<file path="config.mk">
export PLATFORM = sky130hd
export DESIGN_NAME = datapath_sequencer
export DESIGN_NICKNAME = d
export VERILOG_FILES = /design/src/rtl/datapath_sequencer_pkg.sv /design/src/rtl/datapath_sequencer_op_decoder.sv /design/src/rtl/datapath_sequencer.sv
export SDC_FILE = /design/constraint.sdc
export NUM_CORES = 1
export LEC_CHECK = 0
export ABC_AREA = 1
export BUFFER_PORTS_ARGS = -buffer_cell sky130_fd_sc_hd__buf_2
export CORE_MARGIN = 5
export CORE_UTILIZATION = 43
export DETAILED_ROUTE_END_ITERATION = 8
export PLACE_DENSITY = 0.79
export SYNTH_ARGS = -nofsm -noshare
export SYNTH_HDL_FRONTEND = slang
export SYNTH_SLANG_ARGS = --single-unit
</file>
<file path="constraint.sdc">
create_clock -name clk -period 1.5 [get_ports clk]
set_input_delay 0.375 -clock clk [delete_from_list [all_inputs] [get_ports clk]]
set_output_delay 0.375 -clock clk [all_outputs]
set_load 0.02 [all_outputs]
</file>
<file path="src/rtl/datapath_sequencer_pkg.sv">
// Shared definitions for the single-bus datapath sequencer: opcodes, enable
// and bus-driver bit positions, FSM states and instruction field helpers.
package seq_pkg;

  localparam int INSTR_W = 10;

  localparam logic [3:0] OP_NOP = 4'b0000;
  localparam logic [3:0] OP_LDI = 4'b0001;
  localparam logic [3:0] OP_MOV = 4'b0010;
  localparam logic [3:0] OP_ADD = 4'b0011;
  localparam logic [3:0] OP_XOR = 4'b0100;

  // en_reg bit positions above the eight general registers
  localparam int EN_A = 11;
  localparam int EN_G = 10;
  localparam int EN_B = 9;
  localparam int EN_H = 8;

  // tri_reg bit positions above the eight general registers
  localparam int TRI_IMM  = 8;
  localparam int TRI_HOUT = 9;
  localparam int TRI_GOUT = 10;

  typedef enum logic [1:0] {S_IDLE, S_T1, S_T2, S_T3} seq_state_e;

  typedef enum logic [2:0] {C_NOP, C_LDI, C_MOV, C_ADD, C_XOR, C_ILL} op_class_e;

  function automatic logic [3:0] instr_op(input logic [INSTR_W-1:0] i);
    return i[9:6];
  endfunction

  function automatic logic [2:0] instr_rx(input logic [INSTR_W-1:0] i);
    return i[5:3];
  endfunction

  function automatic logic [2:0] instr_ry(input logic [INSTR_W-1:0] i);
    return i[2:0];
  endfunction

  function automatic logic [7:0] reg_onehot(input logic [2:0] r);
    return 8'd1 << r;
  endfunction

endpackage

</file>
<file path="src/rtl/datapath_sequencer_op_decoder.sv">
// Combinational opcode classifier: op class plus number of micro-steps.
module op_decoder
  import seq_pkg::*;
(
  input  logic [3:0] opcode,
  output op_class_e  op_cls,
  output logic [1:0] steps
);

  always_comb begin
    op_cls = C_ILL;
    steps  = 2'd1;
    case (opcode)
      OP_NOP: op_cls = C_NOP;
      OP_LDI: op_cls = C_LDI;
      OP_MOV: op_cls = C_MOV;
      OP_ADD: begin op_cls = C_ADD; steps = 2'd3; end
      OP_XOR: begin op_cls = C_XOR; steps = 2'd3; end
      default: op_cls = C_ILL;
    endcase
  end

endmodule

</file>
<file path="src/rtl/datapath_sequencer.sv">
// Multi-cycle micro-sequencer driving one-hot load enables and bus drivers
// for the single-bus CPU datapath; at most one bus driver per cycle.
module datapath_sequencer
  import seq_pkg::*;
#(
  parameter int OP_SIZE  = 4,
  parameter int ARG_SIZE = 3,
  parameter int ARG_NUM  = 2,
  parameter int NUM_REGS = 8
) (
  input  logic                                 clk,
  input  logic                                 rst,
  input  logic                                 instr_valid,
  input  logic [OP_SIZE+ARG_NUM*ARG_SIZE-1:0]  instruction,
  output logic                                 instr_ready,
  output logic [NUM_REGS+3:0]                  en_reg,
  output logic [NUM_REGS+2:0]                  tri_reg,
  output logic                                 done,
  output logic                                 addclr,
  output logic                                 xorclr,
  output logic                                 illegal,
  output seq_state_e                           state_dbg
);

  // Handshake: a word transfers on the rising edge where instr_valid and
  // instr_ready are both high; instr_ready is high only in IDLE, and memory
  // holds the word until then. Valid outside IDLE is ignored.

  seq_state_e         state;
  logic [INSTR_W-1:0] instr_q;
  op_class_e          op_cls;
  logic [1:0]         steps;
  logic [7:0]         rx_oh;
  logic [7:0]         ry_oh;

  op_decoder u_op_decoder (
    .opcode (instr_op(instr_q)),
    .op_cls (op_cls),
    .steps  (steps)
  );

  always_ff @(posedge clk or negedge rst) begin
    if (!rst) begin
      state   <= S_IDLE;
      instr_q <= '0;
    end else begin
      case (state)
        S_IDLE: if (instr_valid) begin
          instr_q <= instruction;
          state   <= S_T1;
        end
        S_T1:    state <= (steps == 2'd1) ? S_IDLE : S_T2;
        S_T2:    state <= S_T3;
        default: state <= S_IDLE;
      endcase
    end
  end

  assign state_dbg = state;
  assign rx_oh     = reg_onehot(instr_rx(instr_q));
  assign ry_oh     = reg_onehot(instr_ry(instr_q));

  // Decoded only from the state register and latched word, so an async reset
  // drops every enable immediately.
  always_comb begin
    instr_ready = (state == S_IDLE);
    en_reg      = '0;
    tri_reg     = '0;
    done        = 1'b0;
    addclr      = 1'b0;
    xorclr      = 1'b0;
    illegal     = 1'b0;
    case (state)
      S_T1: case (op_cls)
        C_NOP: done = 1'b1;
        C_LDI: begin
          tri_reg[TRI_IMM]        = 1'b1;
          en_reg[NUM_REGS-1:0]    = rx_oh;
          done                    = 1'b1;
        end
        C_MOV: begin
          tri_reg[NUM_REGS-1:0]   = ry_oh;
          en_reg[NUM_REGS-1:0]    = rx_oh;
          done                    = 1'b1;
        end
        C_ADD: begin
          tri_reg[NUM_REGS-1:0]   = rx_oh;
          en_reg[EN_A]            = 1'b1;
        end
        C_XOR: begin
          tri_reg[NUM_REGS-1:0]   = rx_oh;
          en_reg[EN_B]            = 1'b1;
        end
        default: begin
          done    = 1'b1;
          illegal = 1'b1;
        end
      endcase
      S_T2: begin
        if (op_cls == C_ADD) begin
          tri_reg[NUM_REGS-1:0] = ry_oh;
          en_reg[EN_G]          = 1'b1;
        end else if (op_cls == C_XOR) begin
          tri_reg[NUM_REGS-1:0] = ry_oh;
          en_reg[EN_H]          = 1'b1;
        end
      end
      S_T3: begin
        if (op_cls == C_ADD) begin
          tri_reg[TRI_GOUT]     = 1'b1;
          en_reg[NUM_REGS-1:0]  = rx_oh;
          addclr                = 1'b1;
          done                  = 1'b1;
        end else if (op_cls == C_XOR) begin
          tri_reg[TRI_HOUT]     = 1'b1;
          en_reg[NUM_REGS-1:0]  = rx_oh;
          xorclr                = 1'b1;
          done                  = 1'b1;
        end
      end
      default: ;
    endcase
  end

endmodule

</file>
==> results of run 1 <==
==> what timing repair did <==
item | in CTS
setup buffers | 11
gates resized for setup | 64
hold buffers | 1
endpoints found under the setup margin | 28
pin swaps | 12
endpoints found under the hold margin | 12
==> per-stage QoR <==
step           instance area, sq um  TNS, ns  util, %
3_3_place_gp                   1659   -4.357    73.58
3_5_place_dp                   1659   -5.239    73.58
4_1_cts                        2006   -11.44    88.96
2_1_floorplan                  1209   -3.106        -
==> kinds of logic after synthesis <==
logic type	synth area share (%)
AOI/OAI and AO/OA	16.10
adders and majority gates	4.878
and+or+nand+nor	36.95
muxes	2.195
DFF	29.27
buffers and inverters	10.61
==> reports/results.ini, run 1 <==
[outcome]
status = stopped before the end
stop_stage = global routing (5_1_grt)
stop_error = [ERROR DPL-0038] Utilization greater than 100%, impossible to legalize

[place]
place_hpwl_um = 2705
port_buffers = 42
place_ws_ns = -0.3197
place_inst = 251
gp_congestion = 0.8237

[logic_synthesis]
yosysMostFrequentCell = nand2_1
yosys.area.top_type_share_pct = 29.27
ys_ff_latch = 12
synth_area_sq_mm = 0.001026
yosys-top-cells-count = 39 x nand2_1, 18 x nor2_1, 17 x a21oi_1, 17 x inv_1, 16 x nor3_1
synth_nets = 173
netlist_instances = 156
avgSynthCellArea_sq_um = 6.577
async_reset_ff_share_pct = 100.0
ys_seq_area_share_pct = 29.27
synth_edf_count = 0
synth_cell_types = 19
synth_flop_cell = dfrtp_1
ys_top_cells_by_area = dfrtp_1 29%, nand2_1 14%, a21oi_1 8.3%, nor3_1 7.8%, nor2_1 6.6%
ys_warn_count = 0
synth_top_area_cell = dfrtp_1

[die]
die_height_um = 58.85
rows = 17
pin_count = 43
die_w_um = 58.85
start_util_pct = 45.51

[sta]
worstEpCategory = output port
worst_endpoint = tri_reg[5]

[cts]
cts_num_sinks = 12
clockBufferDepth = 2
htreeDepth = 1
root_buffer = clkbuf_4
cts_buffers = 3

[global_routing]
grt_max_degree = 13

==> run 2: changes to the inputs <==
--- a/config.mk
+++ b/config.mk
@@ -7,10 +7,10 @@
 export LEC_CHECK = 0
 export ABC_AREA = 1
 export BUFFER_PORTS_ARGS = -buffer_cell sky130_fd_sc_hd__buf_2
-export CORE_MARGIN = 5
-export CORE_UTILIZATION = 43
+export CORE_AREA = 5 5 66 68
 export DETAILED_ROUTE_END_ITERATION = 8
-export PLACE_DENSITY = 0.79
+export DIE_AREA = 0 0 71 73
+export PLACE_DENSITY_LB_ADDON = 0.15
 export SYNTH_ARGS = -nofsm -noshare
 export SYNTH_HDL_FRONTEND = slang
 export SYNTH_SLANG_ARGS = --single-unit
==> constraint.sdc (replaced) <==
create_clock -name clk -period 2 [get_ports clk]
set_input_delay 0.5 -clock clk [delete_from_list [all_inputs] [get_ports clk]]
set_output_delay 0.5 -clock clk [all_outputs]
set_load 0.02 [all_outputs]
==> run 2 against run 1 <==
  * The flow now finishes, with violations (setup timing)
  * Synthesized area did not move
  * Synthesized cell count did not move
==> reports/results.ini, run 2 <==
[setup_path]
arrival_ns = 1.61
cpMostUsedCell = nand2_1
crit_required_ns = 1.50
rr_endpoint = instr_q[9]
cp_slowest_stage_delay_ns = 0.43
cpMaxStageDelayCell = dfrtp_2
crit_chain = nor2_4, buf_12, nand2_8, nand2_4, nand2_1, nand2_1, nand2_1, a21oi_2, buf_4
critical_path.startpoint_type = flop
r2r_cells = 5
regToRegSetupSlack_ns = 0.56
worst-setup-path-type = reg -> out
reg2reg_from = state_dbg[1]
critical_path.startpoint = instr_q[9]
worst-path-max-fanout = 6
crit_path_end_kind = output pin

[cts]
cts_num_sinks = 12  ; unchanged
path_clk_slew_ns = 0.05
cts_tree = built
cts_buffers = 3  ; unchanged
cts_hold_buf = 0  ; was 1
htreeDepth = 1  ; unchanged
clockBufferDepth = 2  ; unchanged
insertion_delay_ns = 0.23
root_buffer = clkbuf_8  ; was clkbuf_4

[global_routing]
grtUsageTotal_pct = 12.04
grt_first_pass_wirelength_um = 5057
overflow = 0
antenna_found_initial = 0
grt_pass1_vias = 1132
grt_max_degree = 14

[routing]
drc = 0
totalWireLength_um = 3033
antenna_left = 0
viasPerCell = 4.588
dr.pass1.iters = 4
vias = 1179
drt_iter0_markers = 41
drt-wirelength-per-cell_um = 11.80

[outcome]
status = complete, but fails checks  ; was stopped before the end
violations = setup timing

[layout]
largest_reg_flops = 10
fin_nets = 225
area_growth_syn_to_layout_pct = 56.46
regMostFlops = instr_q
nFillCells = 439
drive_gt1_share_pct = 46.38
final_cell_mix = 34 x nand2_1, 26 x buf_2, 23 x buf_4
layout_commonest_cell = nand2_1
insertedDiodeCount = 0

[sta]
rsz0062_at_grt = yes
fin_setup_tns_ns = -1.417
fin_skew_ns = 0.001434
worst_pin_slew_ns = 0.3487
fin_ws_ns = -0.1059
slew_viol_final = 0
period_needed_ns = 2.106
final.period_utilization_pct = 105.3
fmax_mhz = 474.9
finalHoldViolations = 0
setup_violations = 17
maxSlewHeadroom_pct = 76.57

[die]
pin_count = 43  ; unchanged
core_region_area_sq_mm = 0.003799
die_w_um = 71  ; was 58.85 um
start_util_pct = 27.01  ; was 45.51%
die_area_sq_mm = 0.005183
rows = 23  ; was 17
die_height_um = 73  ; was 58.85 um

[logic_synthesis]
async_reset_ff_share_pct = 100.0  ; unchanged
synth_edf_count = 0  ; unchanged
synth_top_family_by_area = simple AND/OR/NAND/NOR gates  ; unchanged
synth_area_sq_mm = 0.001026  ; unchanged
avgSynthCellArea_sq_um = 6.577  ; unchanged
synth_top_area_cell = dfrtp_1  ; unchanged
yosys.area.top_type_share_pct = 29.27  ; unchanged
synth-compound-area-share_pct = 16.10  ; unchanged
ys_warn_count = 0  ; unchanged
synth-adder-area-share_pct = 4.878  ; unchanged
netlist_instances = 156  ; unchanged
synth_nets = 173  ; unchanged
yosys-top-cells-count = 39 x nand2_1, 18 x nor2_1, 17 x a21oi_1, 17 x inv_1, 16 x nor3_1  ; unchanged
yosys.area_share.simple_pct = 36.95  ; unchanged
ys_seq_area_share_pct = 29.27  ; unchanged
yosysMostFrequentCell = nand2_1  ; unchanged
synth_xor_area_share_pct = 0  ; unchanged
ys_ff_latch = 12  ; unchanged
synth_flop_cell = dfrtp_1  ; unchanged
ys_top_cells_by_area = dfrtp_1 29%, nand2_1 14%, a21oi_1 8.3%, nor3_1 7.8%, nor2_1 6.6%  ; unchanged
muxShareOfSynthArea_pct = 2.195  ; unchanged
synth_cell_types = 19  ; unchanged

[place]
place_hpwl_um = 2440  ; was 2705 um
gp_congestion = 0.8468  ; was 0.8237
place_ws_ns = -0.01543  ; was -0.3197 ns
port_buffers = 42  ; unchanged

[pwr]
pwr-share-clk_pct = 11.5
switchingPower_mw = 1.125
cellLeakagePower_nw = 0.7844
power_density_mw_per_mm2 = 1381
sequentialPowerShare_pct = 24.0
comb_power_share_pct = 64.4
peakVddDrop_mv = 0.6101
switching_share_pct = 50.76
internal_power_mw = 1.091

[hold_path]
hp-class = in -> async

[job]
maxCapViolCount = 0

[run 2: cell counts after synthesis]
No cell type changed its count.
[run 2: power groups by stage]
stage | Clock (mW) | Sequential [mW] | Combinational (mW)
after floorplan | 0 | 0.511 | 0.778
after global placement | 0 | 0.511 | 1.11
after detailed placement | 0 | 0.513 | 1.10
after CTS | 0.268 | 0.519 | 1.31
after global routing | 0.279 | 0.559 | 1.57
final | 0.255 | 0.533 | 1.43
[run 2: repair_timing]
item	in CTS	in global routing
gates cloned	1	0
setup buffers	3	1
resized for setup	50	18
endpoints found under the setup margin	17	17
pin swaps	5	6
[run 2: per-stage QoR]
stage | hold slack, ns | power, mW | util, % | std cells | area (sq um)
global placement | 0.3997 | 1.621 | 33.99 | 248 | 1291
floorplan | 0.2044 | 1.290 | - | 156 | 1026
detailed placement | 0.3954 | 1.608 | 33.99 | 248 | 1291
finish | 0.1350 | 2.216 | 42.26 | 257 | 1605
CTS | 0.1362 | 2.101 | 39.79 | 256 | 1511
global route | 0.1531 | 2.408 | 42.26 | 257 | 1605
[run 2: critical path, delay by kind of cell, from the launching register on]
| kind | cells | cell delay, ns |
|---|---|---|
| flops | 1 | 0.43 |
| compound gates | 1 | 0.13 |
| buf+inv | 2 | 0.29 |
| simple gates | 6 | 0.51 |
[run 2: cell type report]
| cell class | instances | area, sq um | share of cell area (%) |
|---|---|---|---|
| Multi-Input combinational cell | 123 | 783.3 | 48.79 |
| Timing Repair Buffer | 51 | 334.1 | 20.81 |
| Tap cell | 50 | 62.56 | 3.897 |
| Clock buffer | 4 | 55.05 | 3.429 |
| Inverter | 17 | 66.31 | 4.131 |
| Sequential cell | 12 | 304.0 | 18.94 |
[run 2: logic make-up after synthesis]
kind of cell    Yosys count
buf+inv                  22
fa+ha+maj                 4
simple gates             87
mux                       2
flops                    12
compound gates           29
[run 2: worst max-delay path by stage]
stage / depth (start not counted) / to / slack, ns
4_1_cts: 8 / tri_reg[1] / -0.09
6_report: 9 / tri_reg[6] / -0.11
3_3_place_gp: 6 / en_reg[0] / 0.002
5_1_grt: 9 / tri_reg[5] / -0.24
2_1_floorplan: 6 / tri_reg[0] / 0.03
3_5_place_dp: 6 / en_reg[6] / -0.02
[run 2: routing by layer]
metal | share of wire [%] | vias to the layer above | wire (um) | GRT usage (%)
met4 | 1.6 | 0 | 49 | 5.637
met5 | 0 | - | 0 | 0
met1 | 46 | 537 | 1401 | 15.36
met3 | 5.6 | 6 | 169 | 2.893
met2 | 47 | 27 | 1412 | 19.16
li1 | - | 609 | - | -
Note: power is estimated with default switching activity, not from simulation.
==> run 3: changes to the inputs <==
--- a/config.mk
+++ b/config.mk
@@ -5,7 +5,6 @@
 export SDC_FILE = /design/constraint.sdc
 export NUM_CORES = 1
 export LEC_CHECK = 0
-export ABC_AREA = 1
 export BUFFER_PORTS_ARGS = -buffer_cell sky130_fd_sc_hd__buf_2
 export CORE_AREA = 5 5 66 68
 export DETAILED_ROUTE_END_ITERATION = 8
==> constraint.sdc (replaced) <==
create_clock -name clk -period 2.7 [get_ports clk]
set_input_delay 0.675 -clock clk [delete_from_list [all_inputs] [get_ports clk]]
set_output_delay 0.675 -clock clk [all_outputs]
set_load 0.02 [all_outputs]
==> run 3 against run 2 <==
  * The flow now finishes without violations
  * Register-to-register slack improved by 0.55 ns
  * Clock power shrank 39%
  * Die area is the same
  * Via count fell by 14%
  * Combinational power fell by 38%
  * Critical path depth is 4 lower
  * First-iteration DRC count down 20%
  * Sequential power fell by 8.8%
  * Largest cell class unchanged
==> reports/results.ini, run 3 <==
[global_routing]
grt_max_degree = 17  ; was 14
antenna_found_initial = 0  ; unchanged
overflow = 0  ; unchanged
grt_first_pass_wirelength_um = 4602  ; was 5057 um
grt_pass1_vias = 1021  ; was 1,132
grtUsageTotal_pct = 10.90  ; was 12.04%

[logic_synthesis]
ys_seq_area_share_pct = 29.89  ; was 29.27%
synth_nets = 122  ; was 173
yosys.area.top_type_share_pct = 29.89  ; was 29.27%
synth_flop_cell = dfrtp_1  ; unchanged
yosys-top-cells-count = 12 x dfrtp_1, 11 x mux2_2, 8 x nand2_1, 7 x o22ai_1  ; was 39 x nand2_1, 18 x nor2_1, 17 x a21oi_1, 17 x inv_1, 16 x nor3_1
synth_area_sq_mm = 0.001005  ; was 0.001026 sq mm
async_reset_ff_share_pct = 100.0  ; unchanged
avgSynthCellArea_sq_um = 9.569  ; was 6.577 sq um
ys_top_cells_by_area = dfrtp_1 30%, mux2_2 12%, a2111oi_1 5.0%, ha_1 5.0%, o22ai_1 4.4%  ; was dfrtp_1 29%, nand2_1 14%, a21oi_1 8.3%, nor3_1 7.8%, nor2_1 6.6%
synth_top_area_cell = dfrtp_1  ; unchanged
netlist_instances = 105  ; was 156
synth_cell_types = 36  ; was 19
ys_warn_count = 0  ; unchanged
yosysMostFrequentCell = dfrtp_1  ; was nand2_1
synth_edf_count = 0  ; unchanged
ys_ff_latch = 12  ; unchanged

[pwr]
power_density_mw_per_mm2 = 1070  ; was 1381 mW/mm^2
peakVddDrop_mv = 0.5660  ; was 0.6101 mV
power_mw = 1.524  ; was 2.216 mW
cellLeakagePower_nw = 0.6181  ; was 0.7844 nW

[setup_path]
rr_endpoint = instr_q[5]  ; was instr_q[9]
regToRegSetupSlack_ns = 1.11  ; was 0.56 ns
arrival_ns = 2.02  ; was 1.61 ns
crit_required_ns = 2.03  ; was 1.50 ns
r2r_cells = 4  ; was 5
critical_path.startpoint_type = flop  ; unchanged
worst-path-max-fanout = 8  ; was 6
reg2reg_from = state_dbg[0]  ; was state_dbg[1]
crit_path_end_kind = output pin  ; unchanged
worst-setup-path-type = reg -> out  ; unchanged

[place]
gp_congestion = 0.8674  ; was 0.8468
place_hpwl_um = 2212  ; was 2440 um
place_inst = 194  ; was 248
place_ws_ns = 0.06905  ; was -0.01543 ns
port_buffers = 42  ; unchanged

[die]
core_region_area_sq_mm = 0.003799  ; unchanged
pin_count = 43  ; unchanged
die_height_um = 73  ; unchanged
die_area_sq_mm = 0.005183  ; unchanged
die_w_um = 71  ; unchanged
start_util_pct = 26.45  ; was 27.01%
rows = 23  ; unchanged

[cts]
path_clk_slew_ns = 0.05  ; about the same
cts_hold_buf = 0  ; unchanged
insertion_delay_ns = 0.23  ; about the same
clockBufferDepth = 2  ; unchanged
cts_tree = built  ; unchanged
root_buffer = clkbuf_8  ; unchanged
htreeDepth = 1  ; unchanged
cts_num_sinks = 12  ; unchanged
cts_buffers = 3  ; unchanged

[routing]
drt_iter0_markers = 33  ; was 41
drc = 0  ; unchanged
drt-wirelength-per-cell_um = 14.04  ; was 11.80 um
vias = 1010  ; was 1,179
viasPerCell = 5.050  ; was 4.588
dr.pass1.iters = 4  ; unchanged
totalWireLength_um = 2808  ; was 3033 um
antenna_left = 0  ; unchanged

[layout]
layout_commonest_cell = buf_2  ; was nand2_1
fin_cells = 200  ; was 257
final_cell_mix = 38 x buf_2, 11 x mux2_2, 10 x dfrtp_1, 10 x buf_4  ; was 34 x nand2_1, 26 x buf_2, 23 x buf_4
largest_reg_flops = 10  ; unchanged
regMostFlops = instr_q  ; unchanged
fin_nets = 169  ; was 225
drive_gt1_share_pct = 53.33  ; was 46.38%
insertedDiodeCount = 0  ; unchanged
area_growth_syn_to_layout_pct = 41.72  ; was 56.46%

[sta]
fin_ws_ns = 0.006113  ; was -0.1059 ns
holdWs_ns = 0.3092  ; was 0.1350 ns
maxSlewHeadroom_pct = 53.26  ; was 76.57%
worst_pin_slew_ns = 0.7011  ; was 0.3487 ns
finalHoldViolations = 0  ; unchanged
final.period_utilization_pct = 99.77
fmax_mhz = 371.2
slew_viol_final = 0  ; unchanged
period_needed_ns = 2.694
rsz0062_at_grt = yes  ; unchanged
setup_violations = 0  ; was 17
fin_skew_ns = 0.003534  ; was 0.001434 ns

[hold_path]
hp-class = in -> async  ; unchanged

[job]
maxCapViolCount = 0  ; unchanged

[outcome]
status = completed  ; was complete, but fails checks

==> run 3: cell count changes in the layout (fill, tap and decap cells not counted), moves of 6 or more <==
cell	change
nand2_1	-27
nor3_1	-15
buf_4	-13
buf_2	+12
inv_1	-12
nor2_1	-11
mux2_2	+9
a21oi_2	-7
o22ai_1	+7
a21boi_2	-6
a21oi_1	-6
and2_1	+6
==> run 3: stage by stage <==
step / util (%) / area (sq um) / TNS, ns
detailed placement: 33.17 / 1260 / 0
floorplan: - / 1005 / -1.191
global route: 37.48 / 1424 / -0.4104
global placement: 33.17 / 1260 / 0
CTS: 35.08 / 1333 / -0.006966
finish: 37.48 / 1424 / 0
==> run 3: cell type report <==
cell class / instances / area [sq um]
Clock buffer: 3 / 41.29
Inverter: 4 / 15.01
Fill cell: 408 / 2375
Tap cell: 50 / 62.56
Sequential cell: 12 / 302.8
Multi-Input combinational cell: 83 / 737.0
Timing Repair Buffer: 48 / 265.3
==> run 3: worst max-delay path by stage <==
stage | slack, ns | startpoint | end
2_1_floorplan | -0.24 | state_dbg[1] | en_reg[2]
3_3_place_gp | 0.18 | state_dbg[1] | en_reg[2]
3_5_place_dp | 0.07 | state_dbg[1] | en_reg[5]
4_1_cts | -0.005 | state_dbg[1] | en_reg[3]
5_1_grt | -0.1 | state_dbg[0] | en_reg[5]
6_report | 0.006 | state_dbg[0] | en_reg[5]
==> run 3: per-layer routing <==
layer / wire, um / part of all wire [%] / vias up / track usage (%)
li1: - / - / 488 / -
met1: 1178 / 42 / 489 / 13.08
met2: 1426 / 51 / 31 / 18.13
met3: 186 / 6.6 / 2 / 3.168
met4: 17 / 0.61 / 0 / 4.802
met5: 0 / 0 / - / 0
==> run 3: power breakdown <==
| group | internal [mW] | switching, mW | total [mW] | leakage, nW |
|---|---|---|---|---|
| logic | 0.412 | 0.470 | 0.882 | 0.456 |
| clock network | 0.0977 | 0.0580 | 0.156 | 0.0216 |
| registers | 0.273 | 0.213 | 0.486 | 0.141 |
| total | 0.783 | 0.741 | 1.52 | 0.618 |
==> run 3: what timing repair did <==
item                                    CTS  global route
pin swaps                                 1             1
buffers inserted                          0             3
gates resized for setup                   8            14
endpoints found under the setup margin    6            14
endpoints found under the hold margin     0             0
cloned                                    0             0
==> run 3: logic make-up (layout without fill, tap and decap cells) <==
family          count (synthesis)  count (layout)  share of synthesized area, %
simple gates                   43              43                         26.65
compound gates                 24              24                         19.68
mux                            12              12                         13.33
flops                          12              12                         29.89
buf+inv                        10              55                         5.478
fa+ha+maj                       4               4                         4.982
==> run 3: critical path: stages, from the launching register on <==
cell	delay, ns
dfrtp_2	0.42
ha_2	0.25
mux2i_1	0.11
a211o_4	0.41
a2111oi_2	0.38
buf_4	0.21
==> run 4: changes to the inputs <==
--- a/config.mk
+++ b/config.mk
@@ -12,4 +12,5 @@
 export PLACE_DENSITY_LB_ADDON = 0.15
 export SYNTH_ARGS = -nofsm -noshare
 export SYNTH_HDL_FRONTEND = slang
+export SYNTH_HIERARCHICAL = 1
 export SYNTH_SLANG_ARGS = --single-unit
==> constraint.sdc (replaced) <==
create_clock -name clk -period 2.49 [get_ports clk]
set_input_delay 0.6225 -clock clk [delete_from_list [all_inputs] [get_ports clk]]
set_output_delay 0.6225 -clock clk [all_outputs]
set_load 0.02 [all_outputs]
==> run 4 against run 3 <==
  * The flow now finishes with violations (setup timing)
  * Sequential share of layout area shrank 2.3 points
  * Clock-buffer cell count unchanged
  * Via count rose by 1.9%
  * Routed wire length grew 8.8%
  * Utilization up 4.8 points
  * Sequential cell count did not move
  * Power grew 32%
  * Non-clock buffer count up 5
  * Critical path depth unchanged
  * First-iteration DRC count increased by 58%
  * Register-to-register slack worse by 0.21 ns
  * Critical endpoint is now tri_reg[6]
==> reports/results.ini, run 4 <==
[outcome]
status = complete, but fails checks  ; was completed
violations = setup timing

[place]
place_hpwl_um = 2232  ; was 2212 um
port_buffers = 42  ; unchanged
gp_congestion = 0.7102  ; was 0.8674
place_inst = 192  ; was 194
placed_cell_area_sq_mm = 0.001299  ; was 0.001260 sq mm
place_ws_ns = 0.04623  ; was 0.06905 ns

[routing]
vias = 1029  ; was 1,010
drc = 0  ; unchanged
dr.pass1.iters = 4  ; unchanged
totalWireLength_um = 3054  ; was 2808 um
drt_iter0_markers = 52  ; was 33
drt-wirelength-per-cell_um = 15.04  ; was 14.04 um
viasPerCell = 5.069  ; was 5.050
antenna_left = 0  ; unchanged

[layout]
nFillCells = 398  ; was 408
drive_gt1_share_pct = 69.93  ; was 53.33%
area_growth_syn_to_layout_pct = 55.45  ; was 41.72%
final_cell_mix = 30 x buf_2, 20 x buf_4, 10 x mux2_2  ; was 38 x buf_2, 11 x mux2_2, 10 x dfrtp_1, 10 x buf_4
largest_reg_flops = 10  ; unchanged
fin_nets = 172  ; was 169
stdcell_area_sq_mm = 0.001607  ; was 0.001424 sq mm
layout_commonest_cell = buf_2  ; unchanged
regMostFlops = instr_q  ; unchanged
regArea_sq_um = 304.0  ; was 302.8 sq um
fin_cells = 203  ; was 200
post-route-util_pct = 42.29  ; was 37.48%
insertedDiodeCount = 0  ; unchanged
multi_input_area_sq_um = 842.1  ; was 737.0 sq um

[setup_path]
cpMaxStageDelayCell = dfrtp_2  ; unchanged
worst-setup-path-type = reg -> out  ; unchanged
critPathBufInv = 1  ; unchanged
cp_slowest_stage_delay_ns = 0.45  ; was 0.42 ns
crit_chain = a211o_4, mux2_4, a31oi_4, o32ai_2, buf_4  ; was ha_2, mux2i_1, a211o_4, a2111oi_2, buf_4
arrival_ns = 2.01  ; was 2.02 ns
reg2reg_from = state_dbg[0]  ; unchanged
regToRegSetupSlack_ns = 0.90  ; was 1.11 ns
critical-path-top-delay-family = compound AO/OA/AOI/OAI gates  ; unchanged
crit_required_ns = 1.87  ; was 2.03 ns
rr_endpoint = instr_q[3]  ; was instr_q[5]
worst-path-max-fanout = 6  ; was 8
crit_path_end_kind = output pin  ; unchanged
critical_path.startpoint_type = flop  ; unchanged
r2r_cells = 4  ; unchanged

[logic_synthesis]
synth_flop_cell = dfrtp_1  ; unchanged
yosys-top-cells-count = 12 x dfrtp_1, 11 x mux2_2, 8 x nor3_1  ; was 12 x dfrtp_1, 11 x mux2_2, 8 x nand2_1, 7 x o22ai_1
ys_ff_latch = 12  ; unchanged
synth_edf_count = 0  ; unchanged
yosys.area.top_type_share_pct = 29.06  ; was 29.89%
synth_cell_types = 40  ; was 36
ys_top_cells_by_area = dfrtp_1 29%, mux2_2 12%, o32ai_1 5.1%, and4bb_2 4.8%, ha_1 4.8%  ; was dfrtp_1 30%, mux2_2 12%, a2111oi_1 5.0%, ha_1 5.0%, o22ai_1 4.4%
yosysMostFrequentCell = dfrtp_1  ; unchanged
avgSynthCellArea_sq_um = 10.23  ; was 9.569 sq um
async_reset_ff_share_pct = 100.0  ; unchanged
ys_seq_area_share_pct = 29.06  ; was 29.89%
ys_warn_count = 6  ; was 0
netlist_instances = 101  ; was 105
synth_nets = 118  ; was 122
synth_top_area_cell = dfrtp_1  ; unchanged
synth_area_sq_mm = 0.001033  ; was 0.001005 sq mm

[sta]
fin_ws_ns = -0.1436  ; was 0.006113 ns
setup_violations = 16  ; was 0
period_needed_ns = 2.634
holdWs_ns = 0.2615  ; was 0.3092 ns
fin_setup_tns_ns = -1.737  ; was 0 ns
slew_viol_final = 0  ; unchanged
finalHoldViolations = 0  ; unchanged
final.period_utilization_pct = 105.8
fmax_mhz = 379.7
fin_skew_ns = 0.0006877  ; was 0.003534 ns
rsz0062_at_grt = yes  ; unchanged

[die]
die_height_um = 73  ; unchanged
die_area_sq_mm = 0.005183  ; unchanged
rows = 23  ; unchanged
die_w_um = 71  ; unchanged
pin_count = 43  ; unchanged
core_region_area_sq_mm = 0.003799  ; unchanged
start_util_pct = 27.21  ; was 26.45%

[pwr]
comb_power_share_pct = 68.3  ; was 57.9%
peakVddDrop_mv = 0.5211  ; was 0.5660 mV
switching_share_pct = 48.80  ; was 48.64%
power_density_mw_per_mm2 = 1250  ; was 1070 mW/mm^2
pwr-share-clk_pct = 8.2  ; was 10.2%
cellLeakagePower_nw = 0.6868  ; was 0.6181 nW
power_mw = 2.008  ; was 1.524 mW
switchingPower_mw = 0.9800  ; was 0.7410 mW
internal_power_mw = 1.028  ; was 0.7826 mW
sequentialPowerShare_pct = 23.5  ; was 31.9%

[global_routing]
antenna_found_initial = 0  ; unchanged
grtUsageTotal_pct = 11.33  ; was 10.90%
grt_first_pass_wirelength_um = 4795  ; was 4602 um
overflow = 0  ; unchanged
grt_pass1_vias = 987  ; was 1,021
grt_max_degree = 13  ; was 17

[cts]
insertion_delay_ns = 0.23  ; about the same
root_buffer = clkbuf_8  ; unchanged
cts_hold_buf = 0  ; unchanged
cts_buffers = 3  ; unchanged
htreeDepth = 1  ; unchanged
clockBufferDepth = 2  ; unchanged
cts_tree = built  ; unchanged
cts_num_sinks = 12  ; unchanged
path_clk_slew_ns = 0.05  ; about the same

[job]
maxCapViolCount = 0  ; unchanged

[hold_path]
hp-class = in -> async  ; unchanged

## run 4: changes by cell type in the layout (fill, tap and decap cells not counted), sizes merged, moves of 3 or more
cell     before  now
a2111oi       6    0
a31oi         0    3
and4bb        1    4
buf          48   53
nand2         8    3
nor2          6    1
nor3          1    8
o22ai         7    2
o32ai         1    6
## run 4: per-layer routing
layer | track usage [%] | routed length (um) | up-vias
li1 | - | - | 498
met1 | 15.26 | 1362 | 501
met2 | 18.64 | 1540 | 28
met3 | 2.066 | 135 | 2
met4 | 3.132 | 16 | 0
met5 | 0 | 0 | -
## run 4: kinds of logic (layout without fill, tap and decap cells)
kind of cell	Yosys count	in the layout	synth area share, %
buf+inv	12	62	6.537
simple gates	37	38	25.91
mux	11	11	11.99
xor+xnor	1	1	0.8476
other cells	1	1	0.3628
compound gates	23	24	20.46
flops	12	12	29.06
fa+ha+maj	4	4	4.843
## run 4: final cells by class
cell class                 instances  share of cell area (%)
tap                               50                   3.894
timing repair buffer              53                   20.79
sequential                        12                   18.93
clock buffer                       3                   2.570
multi-input combinational         79                   52.41
inverter                           6                   1.402
## run 4: worst max path at each step
stage	start	to	cells after the start
CTS	instr_q[7]	tri_reg[4]	5
global route	instr_q[7]	en_reg[1]	6
floorplan	instr_q[8]	tri_reg[2]	5
finish	instr_q[8]	tri_reg[6]	5
detailed placement	instr_q[8]	tri_reg[2]	5
global placement	instr_q[8]	tri_reg[2]	5
## run 4: worst register-to-register path, cell delays in order, from the launching register on
cell and delay [ns]:
dfrtp_1 0.44, inv_1 0.10, ha_2 0.22, nand2_1 0.33, mux2_2 0.39
## run 4: timing repair
action	CTS	global route
setup endpoints to repair	17	17
gates resized for setup	31	17
cloned	1	1
hold endpoints to repair	0	0
pin swaps	12	5
setup buffers	6	0
## run 4: power groups by stage
stage / registers, mW / clock network, mW / logic (mW)
finish: 0.472 / 0.165 / 1.37
global route: 0.492 / 0.178 / 1.48
CTS: 0.453 / 0.171 / 1.27
detailed placement: 0.423 / 0 / 1.07
global placement: 0.414 / 0 / 1.06
floorplan: 0.419 / 0 / 0.784
